==> src/rtl/fetch_mem_arbiter.sv <==
// Shares one single-port, fixed-latency RAM between instruction fetch and load/store.
// Data accesses win by default; a streak counter bounds how long fetch can be starved.
module fetch_mem_arbiter #(
    parameter int unsigned ADDR_W     = 32,
    parameter int unsigned DATA_W     = 32,
    parameter int unsigned RAM_LAT    = 1,
    parameter int unsigned STARVE_MAX = 2
) (
    input  logic              clk,
    input  logic              rst,

    input  logic              i_req,
    input  logic [ADDR_W-1:0] i_addr,
    input  logic              i_flush,
    output logic              i_ack,
    output logic [DATA_W-1:0] i_rdata,
    output logic              i_stall,

    input  logic              d_req,
    input  logic [3:0]        d_we,
    input  logic [ADDR_W-1:0] d_addr,
    input  logic [DATA_W-1:0] d_wdata,
    output logic              d_ack,
    output logic [DATA_W-1:0] d_rdata,
    output logic              d_stall,

    output logic              ram_en,
    output logic [3:0]        ram_we,
    output logic [ADDR_W-1:0] ram_addr,
    output logic [DATA_W-1:0] ram_wdata,
    input  logic [DATA_W-1:0] ram_rdata
);

    localparam logic [0:0] ST_IDLE = 1'b0;
    localparam logic [0:0] ST_BUSY = 1'b1;

    localparam logic OWN_I = 1'b0;
    localparam logic OWN_D = 1'b1;

    localparam int unsigned   SW         = (STARVE_MAX < 1) ? 1 : $clog2(STARVE_MAX + 1);
    localparam logic [SW-1:0] STREAK_MAX = SW'(STARVE_MAX);
    localparam logic [1:0]    LAT        = 2'(RAM_LAT);

    logic [0:0]    state_q, state_d;
    logic [1:0]    cnt_q, cnt_d;
    logic          owner_q, owner_d;
    logic          flushed_q, flushed_d;
    logic [SW-1:0] streak_q, streak_d;

    logic fetch_eff;
    logic grant_d;
    logic grant_i;

    assign fetch_eff = i_req & ~i_flush;

    always_comb begin
        state_d   = state_q;
        cnt_d     = cnt_q;
        owner_d   = owner_q;
        flushed_d = flushed_q;
        streak_d  = streak_q;
        grant_d   = 1'b0;
        grant_i   = 1'b0;
        ram_en    = 1'b0;
        ram_we    = 4'b0000;
        ram_addr  = '0;
        ram_wdata = '0;
        i_ack     = 1'b0;
        d_ack     = 1'b0;
        i_rdata   = '0;
        d_rdata   = '0;

        // Nothing is granted or acknowledged while reset is asserted.
        if (!rst) begin
            case (state_q)
                ST_IDLE: begin
                    grant_d = d_req & ~(fetch_eff & (streak_q == STREAK_MAX));
                    grant_i = ~grant_d & fetch_eff;
                    if (grant_d) begin
                        ram_en    = 1'b1;
                        ram_we    = d_we;
                        ram_addr  = d_addr;
                        ram_wdata = d_wdata;
                        owner_d   = OWN_D;
                        streak_d  = fetch_eff ? streak_q + SW'(1) : '0;
                    end else if (grant_i) begin
                        ram_en    = 1'b1;
                        ram_addr  = i_addr;
                        owner_d   = OWN_I;
                        streak_d  = '0;
                    end
                    if (grant_d || grant_i) begin
                        state_d   = ST_BUSY;
                        cnt_d     = 2'd1;
                        flushed_d = 1'b0;
                    end
                end
                default: begin
                    if (i_flush && owner_q == OWN_I) begin
                        flushed_d = 1'b1;
                    end
                    if (cnt_q == LAT) begin
                        if (owner_q == OWN_I) begin
                            i_ack   = ~flushed_q;
                            i_rdata = flushed_q ? '0 : ram_rdata;
                        end else begin
                            d_ack   = 1'b1;
                            d_rdata = ram_rdata;
                        end
                        state_d = ST_IDLE;
                        cnt_d   = 2'd0;
                    end else begin
                        cnt_d = cnt_q + 2'd1;
                    end
                end
            endcase
        end
    end

    assign i_stall = i_req & ~i_ack;
    assign d_stall = d_req & ~d_ack;

    always_ff @(posedge clk) begin
        if (rst) begin
            state_q   <= ST_IDLE;
            cnt_q     <= 2'd0;
            owner_q   <= OWN_I;
            flushed_q <= 1'b0;
            streak_q  <= '0;
        end else begin
            state_q   <= state_d;
            cnt_q     <= cnt_d;
            owner_q   <= owner_d;
            flushed_q <= flushed_d;
            streak_q  <= streak_d;
        end
    end

endmodule
==> config.mk <==
export PLATFORM = sky130hd
export DESIGN_NAME = fetch_mem_arbiter
export DESIGN_NICKNAME = d
export VERILOG_FILES = /design/src/rtl/fetch_mem_arbiter.sv
export SDC_FILE = /design/constraint.sdc
export NUM_CORES = 1
export LEC_CHECK = 0
export CAP_MARGIN = 30
export CORE_AREA = 2 2 105 107
export CTS_BUF_LIST = sky130_fd_sc_hd__clkbuf_4
export CTS_CLUSTER_DIAMETER = 200
export DETAILED_ROUTE_END_ITERATION = 10
export DIE_AREA = 0 0 107 109
export PLACE_DENSITY = 0.61
export SLEW_MARGIN = 15
export SYNTH_ARGS = -nofsm -noshare
export SYNTH_HDL_FRONTEND = slang
export SYNTH_SLANG_ARGS = --single-unit
==> constraint.sdc <==
create_clock -name clk -period 4.35 [get_ports clk]
set_input_delay 0.435 -clock clk [delete_from_list [all_inputs] [get_ports clk]]
set_output_delay 0.435 -clock clk [all_outputs]
set_load 0.02 [all_outputs]
Word level (Yosys, flattened, before mapping)
Index checks and enable logic that the tools add are counted.
- RAM bits: 0
- ROM bits: 0
- memories: 0
- flip-flop bits (word level): 7
- latch bits: 0
- output and inout port bits: 137
- word-level logic and storage cells: 75
- input port bits: 137
- shifts and indexed selects: 0
- multiply operators: 0
- reductions and logical operators: 6
- mux-type cells: 45
- order comparisons: 0
- equal/unequal tests: 3
- div/mod/pow operators: 0
- $add $sub $neg: 2
- bitwise operators: 14
- operators with widths (cell ; count):
    2-to-1 mux 32 bit ; 16
    2-to-1 mux 1 bit ; 20
    2-to-1 mux 2 bit ; 6
    2-to-1 mux 4 bit ; 3
    NOT 1 bit ; 8
    bitwise AND 1 bit ; 6
    adder 2 x 1 -> 2 bit (second input constant) ; 2
    AND reduction 2 bit ; 2
    nonzero test 2 bit ; 2
    equality test 2 x 1 -> 1 bit (second input constant) ; 1
    equality test 2 bit (second input constant) ; 1
    != test 2 x 1 -> 1 bit (second input constant) ; 1
    logical AND 1 bit ; 1
    logical OR 1 bit ; 1

Depth between registers and ports, before layout
- word-level depth: 11
- depth in mapped cells: 6
- depth with buffers taken out: 5

Worst setup path before layout
OpenSTA, ideal clock, no wires.
- path kind: input-to-output
- start point: in rst
- end point: out d_rdata[23]
- data arrival time: 1.704 ns
- path buffers: 2
- stages: 4
- data required time: 3.915 ns
- slack: 2.211 ns
- cells stage by stage: clkbuf_1 > nor3_1 > clkbuf_1 > and2_1
- cells in the longest elaborated chain, start to end: 1
- RTL lines (item ; RTL line ; source):
    start, declared ; 10 ; input logic rst,
    2-to-1 mux 32 bit ; 74 ; if (!rst) begin
    end, declared ; 24 ; output logic [DATA_W-1:0] d_rdata,
No other way between the ends.

Worst setup path in the final report
- start point: in d_req
- end point: out ram_addr[24]
- cells in the longest elaborated chain, start to end: 7
- RTL lines (item ; RTL line ; source):
    start, declared ; 19 ; input logic d_req,
    bitwise AND 1 bit * ; 77 ; grant_d = d_req & ~(fetch_eff & (streak_q == STREAK_MAX));
    NOT 1 bit ; 78 ; grant_i = ~grant_d & fetch_eff;
    bitwise AND 1 bit ; 78 ;
    2-to-1 mux 32 bit ; 86 ; end else if (grant_i) begin
    2-to-1 mux 32 bit * ; 79 ; if (grant_d) begin
    2-to-1 mux 32 bit * ; 75 ; case (state_q)
    2-to-1 mux 32 bit * ; 74 ;
    end, declared ; 29 ; output logic [ADDR_W-1:0] ram_addr,
Every way passes the cells marked *; elsewhere a longest branch is shown, timed or not.

==> impl_summary.log <==
[metrics] status: finished, final reports clean
[metrics] die boundary height: 109 microns
[metrics] switching part of the total: 33.3%
[metrics] time the final worst path needs with I/O delays and setup: between 3000 and 4000 ps
[metrics] f_max: between 0.2 and 0.3 GHz
[metrics] Post-Route Skew: 1.42 ps
[metrics] register share of total power: 16.0%
[metrics] highest-count cells in the layout ignoring fill and taps: sky130_fd_sc_hd__clkdlybuf4s50_1 (273), sky130_fd_sc_hd__and2_1 (100), sky130_fd_sc_hd__a22o_1 (32)
[metrics] filler cell count: 1074
[metrics] count of maximum capacitance violations: 0
[metrics] switching power: 0.153 mW
[metrics] WL/cell: 15.3 microns
[metrics] number of sinks driven by the clock tree: 7
[metrics] Worst Hold Slack: about 470 ps
[metrics] post-CTS sizing: 0
[metrics] number of synthesized flops with an enable pin: 0
[metrics] Cell Int Power: 0.308 mW
[metrics] Pwr per Cell Area: 108 nW/um^2
[metrics] startpoint of the worst-slack reg-to-reg timing path: streak_q[0]$_SDFFE_PP0N_
[metrics] unrepaired setup endpoints after global routing: false
[metrics] commonest register cell after synthesis: sky130_fd_sc_hd__dfxtp_1
[metrics] biggest fanout along the worst timing path: roughly 70
[metrics] Syn Area/Cell: 7.13 sq um
[metrics] number of cells traversed by the worst hold path: 2
[metrics] total global routing overflow: 0
[metrics] initial core utilization: between 10% and 20%
[metrics] startpoint kind of the worst setup timing path: primary input
[metrics] Total Die Area: between 10000 and 15000 sq um
[metrics] total chip power: 0.461 mW
[metrics] number of buffers added for setup after CTS: 0
[metrics] maximum number of pins on one net before global-route repair: 72
[metrics] leakage dissipation: 1.57 nW
[metrics] Critical Path Sink: ram_addr[24]
[metrics] data arrival at the endpoint of the critical path: 2950 ps
[metrics] post-route ant nets: 0
[metrics] cells traversed along the worst timing path: clkdlybuf4s50_1, inv_2, a2111oi_4, buf_4, a22o_1, clkdlybuf4s50_1
[metrics] nets@finish: around 600
[metrics] global routing usage summed across all routing layers: 13.9%
[metrics] Hold Buf Count CTS: 0
[metrics] sum of met3 wire segment lengths after detailed routing: approximately 470 microns
[metrics] number of buffers inserted by port buffering: 273
[metrics] CTS Root Cell: sky130_fd_sc_hd__clkbuf_4
[metrics] warning count from the yosys run: 0
[metrics] share of the synthesized area in the top cell type: 46.2%
[metrics] boundary pin count: 274
[metrics] chip width: approximately 110 microns
[metrics] initial antenna violation count: 0
[metrics] fin cells: 593
[metrics] area growth from synthesis to layout: 215%
[metrics] number of slew-limit violations in the final report: 0
[metrics] routed length on met1: between 3000 and 4000 microns
[metrics] top post-synthesis cells by area: sky130_fd_sc_hd__and2_1 (46%), sky130_fd_sc_hd__a22o_1 (21%), sky130_fd_sc_hd__dfxtp_1 (10%)
[metrics] Yosys reg bits: 7
[metrics] commonest non-fill, non-tap cell in the layout: sky130_fd_sc_hd__clkdlybuf4s50_1
[metrics] Fin. Hold Viols: 0
[metrics] final worst-path cycle share: 77.8%
[metrics] maximum vdd drop: a little under 70 uV
[metrics] DR vias: 2313
[metrics] post-route DRC violation count: 0
[metrics] critical path required time: slightly below 4000 ps
[metrics] gp weighted congestion: just under 0.8
[metrics] net count of the mapped netlist: 328
[metrics] initial detailed-routing violation count: ~130
[metrics] number of standard cells after synthesis: 190
[metrics] Comb power frac: 70.0%
[metrics] clock group share of total power: about 14%
[metrics] Mapped Area: 1360 sq um
[metrics] number of global-route vias before repair: 2264
[metrics] maximum single-stage delay on the critical path: ~630 ps
[metrics] standard-cell row count: 38
[metrics] Synth area leader: sky130_fd_sc_hd__and2_1
[metrics] worst-case clock buffer depth: 2
[metrics] clock latency of the later-clocked register in the worst-skew pair: 250 ps
[metrics] critical path launch point: d_req
[metrics] Post-Route Setup TNS: 0 ps
[metrics] share of final-layout standard cells stronger than drive strength 1: roughly 2.9%
[metrics] number of H-tree branching levels: 1
[metrics] clock-pin slew on the worst setup and hold paths: 50 ps
[metrics] cell count after placement: 589
[metrics] DPL Wire Length: 7510 microns
[metrics] proportion of synthesized chip area in sequential cells: 10.3%
[metrics] crit path capture type: output port
[metrics] Register-to-Register Setup Slack: between 2000 and 3000 ps
[metrics] Worst Max-Slew Pin Slew: 645 ps
[metrics] TritonCTS clock tree: done
[metrics] drt pass-1 iters: 4
[metrics] final WL: 9090 microns
[metrics] Final setup viols: 0
[metrics] share of flip-flops with an asynchronous set or reset: 0%
[metrics] cells on worst reg2reg path: 5
[metrics] top metal layer carrying routed signals: met4
[metrics] wire length of the first global-routing pass: 12700 microns
[metrics] critical path class: primary input to output port
[metrics] post-layout util: 40.3%
[metrics] number of buffers created by CTS: 3
[metrics] most frequent cell on the critical path: sky130_fd_sc_hd__clkdlybuf4s50_1
[metrics] number of diodes added for antenna fixing: 0
[metrics] Placeable Area: roughly 11000 sq um
[metrics] worst slew margin relative to its limit: approximately 57%
[metrics] worst r2r dst: streak_q[1]$_SDFFE_PP0N_
[metrics] Worst Hold Class: register to register
[metrics] met2 WL post-DR: 4880 microns
[metrics] number of library cell types mapped by synthesis: 26
[metrics] Slowest cell on crit path: sky130_fd_sc_hd__clkdlybuf4s50_1
[metrics] routed vias/inst: 3.90
-- metrics by stage --
step           worst slack, ps  cell area [sq um]
2_1_floorplan             2210               1360
3_3_place_gp              1070               4240
3_5_place_dp               989               4240
4_1_cts                    983               4270
5_1_grt                    875               4270
6_report                   964               4270
-- worst max-delay path: cells and delay by family --
kind                   cells  cell delay (ps)
buffers and inverters      4             1910
AO/OA/AOI/OAI              2              540
-- how the worst min path moves through the flow --
stage                                   startpoint                        to  slack [ps]
after global placement    streak_q[1]$_SDFFE_PP0N_  streak_q[1]$_SDFFE_PP0N_         460
after floorplan              cnt_q[1]$_SDFFE_PP0P_     cnt_q[1]$_SDFFE_PP0P_         440
final                     streak_q[1]$_SDFFE_PP0N_  streak_q[1]$_SDFFE_PP0N_         470
after CTS                 streak_q[1]$_SDFFE_PP0N_  streak_q[1]$_SDFFE_PP0N_         480
after detailed placement  streak_q[1]$_SDFFE_PP0N_  streak_q[1]$_SDFFE_PP0N_         470
after global routing      streak_q[0]$_SDFFE_PP0N_  streak_q[0]$_SDFFE_PP0N_         500
-- Yosys cell counts (2+ instances only) --
library cell / instances
sky130_fd_sc_hd__nand2_1: 3
sky130_fd_sc_hd__nand2b_1: 2
sky130_fd_sc_hd__dfxtp_1: 7
sky130_fd_sc_hd__a211oi_1: 2
sky130_fd_sc_hd__nor3_1: 2
sky130_fd_sc_hd__and2_1: 100
sky130_fd_sc_hd__inv_1: 4
sky130_fd_sc_hd__nor2_1: 3
sky130_fd_sc_hd__clkbuf_1: 11
sky130_fd_sc_hd__o2bb2ai_1: 2
sky130_fd_sc_hd__a22o_1: 32
sky130_fd_sc_hd__nor2b_1: 2
sky130_fd_sc_hd__buf_2: 7
-- cell families (layout without fill, tap and decap cells) --
logic type	after synthesis	count (layout)	synth area share [%]
simple gates	116	116	52.8
compound gates	43	43	28.9
buf+inv	23	286	7.02
flops	7	7	10.3
fa+ha+maj	1	1	0.923
-- state kept, by name (all words and copies together), names as in the netlist --
name,flops
flushed_q,1
cnt_q,2
owner_q,1
state_q,1
streak_q,2
-- routing by layer --
metal / vias to the layer above / track usage, %
met5: - / 0
met4: 0 / 1.86
met3: 8 / 3.41
met2: 72 / 25.0
met1: 1056 / 17.2
li1: 1177 / -
-- power by group through the flow --
stage	clock (mW)	combinational (mW)	sequential [mW]
global route	0.0718	0.342	0.0747
finish	0.0647	0.322	0.0737
detailed placement	0	0.322	0.0751
CTS	0.0679	0.325	0.0736
floorplan	0	0.112	0.0710
global placement	0	0.322	0.0746
-- cell type report --
type	instances	area, sq um	area share (%)
tap	140	175	4.10
sequential	7	140	3.28
timing repair buffer	277	2760	64.7
clock buffer	4	30.0	0.703
inverter	5	18.8	0.439
multi-input combinational	160	1150	26.8
No activity file was read; power rests on OpenSTA's default activity.
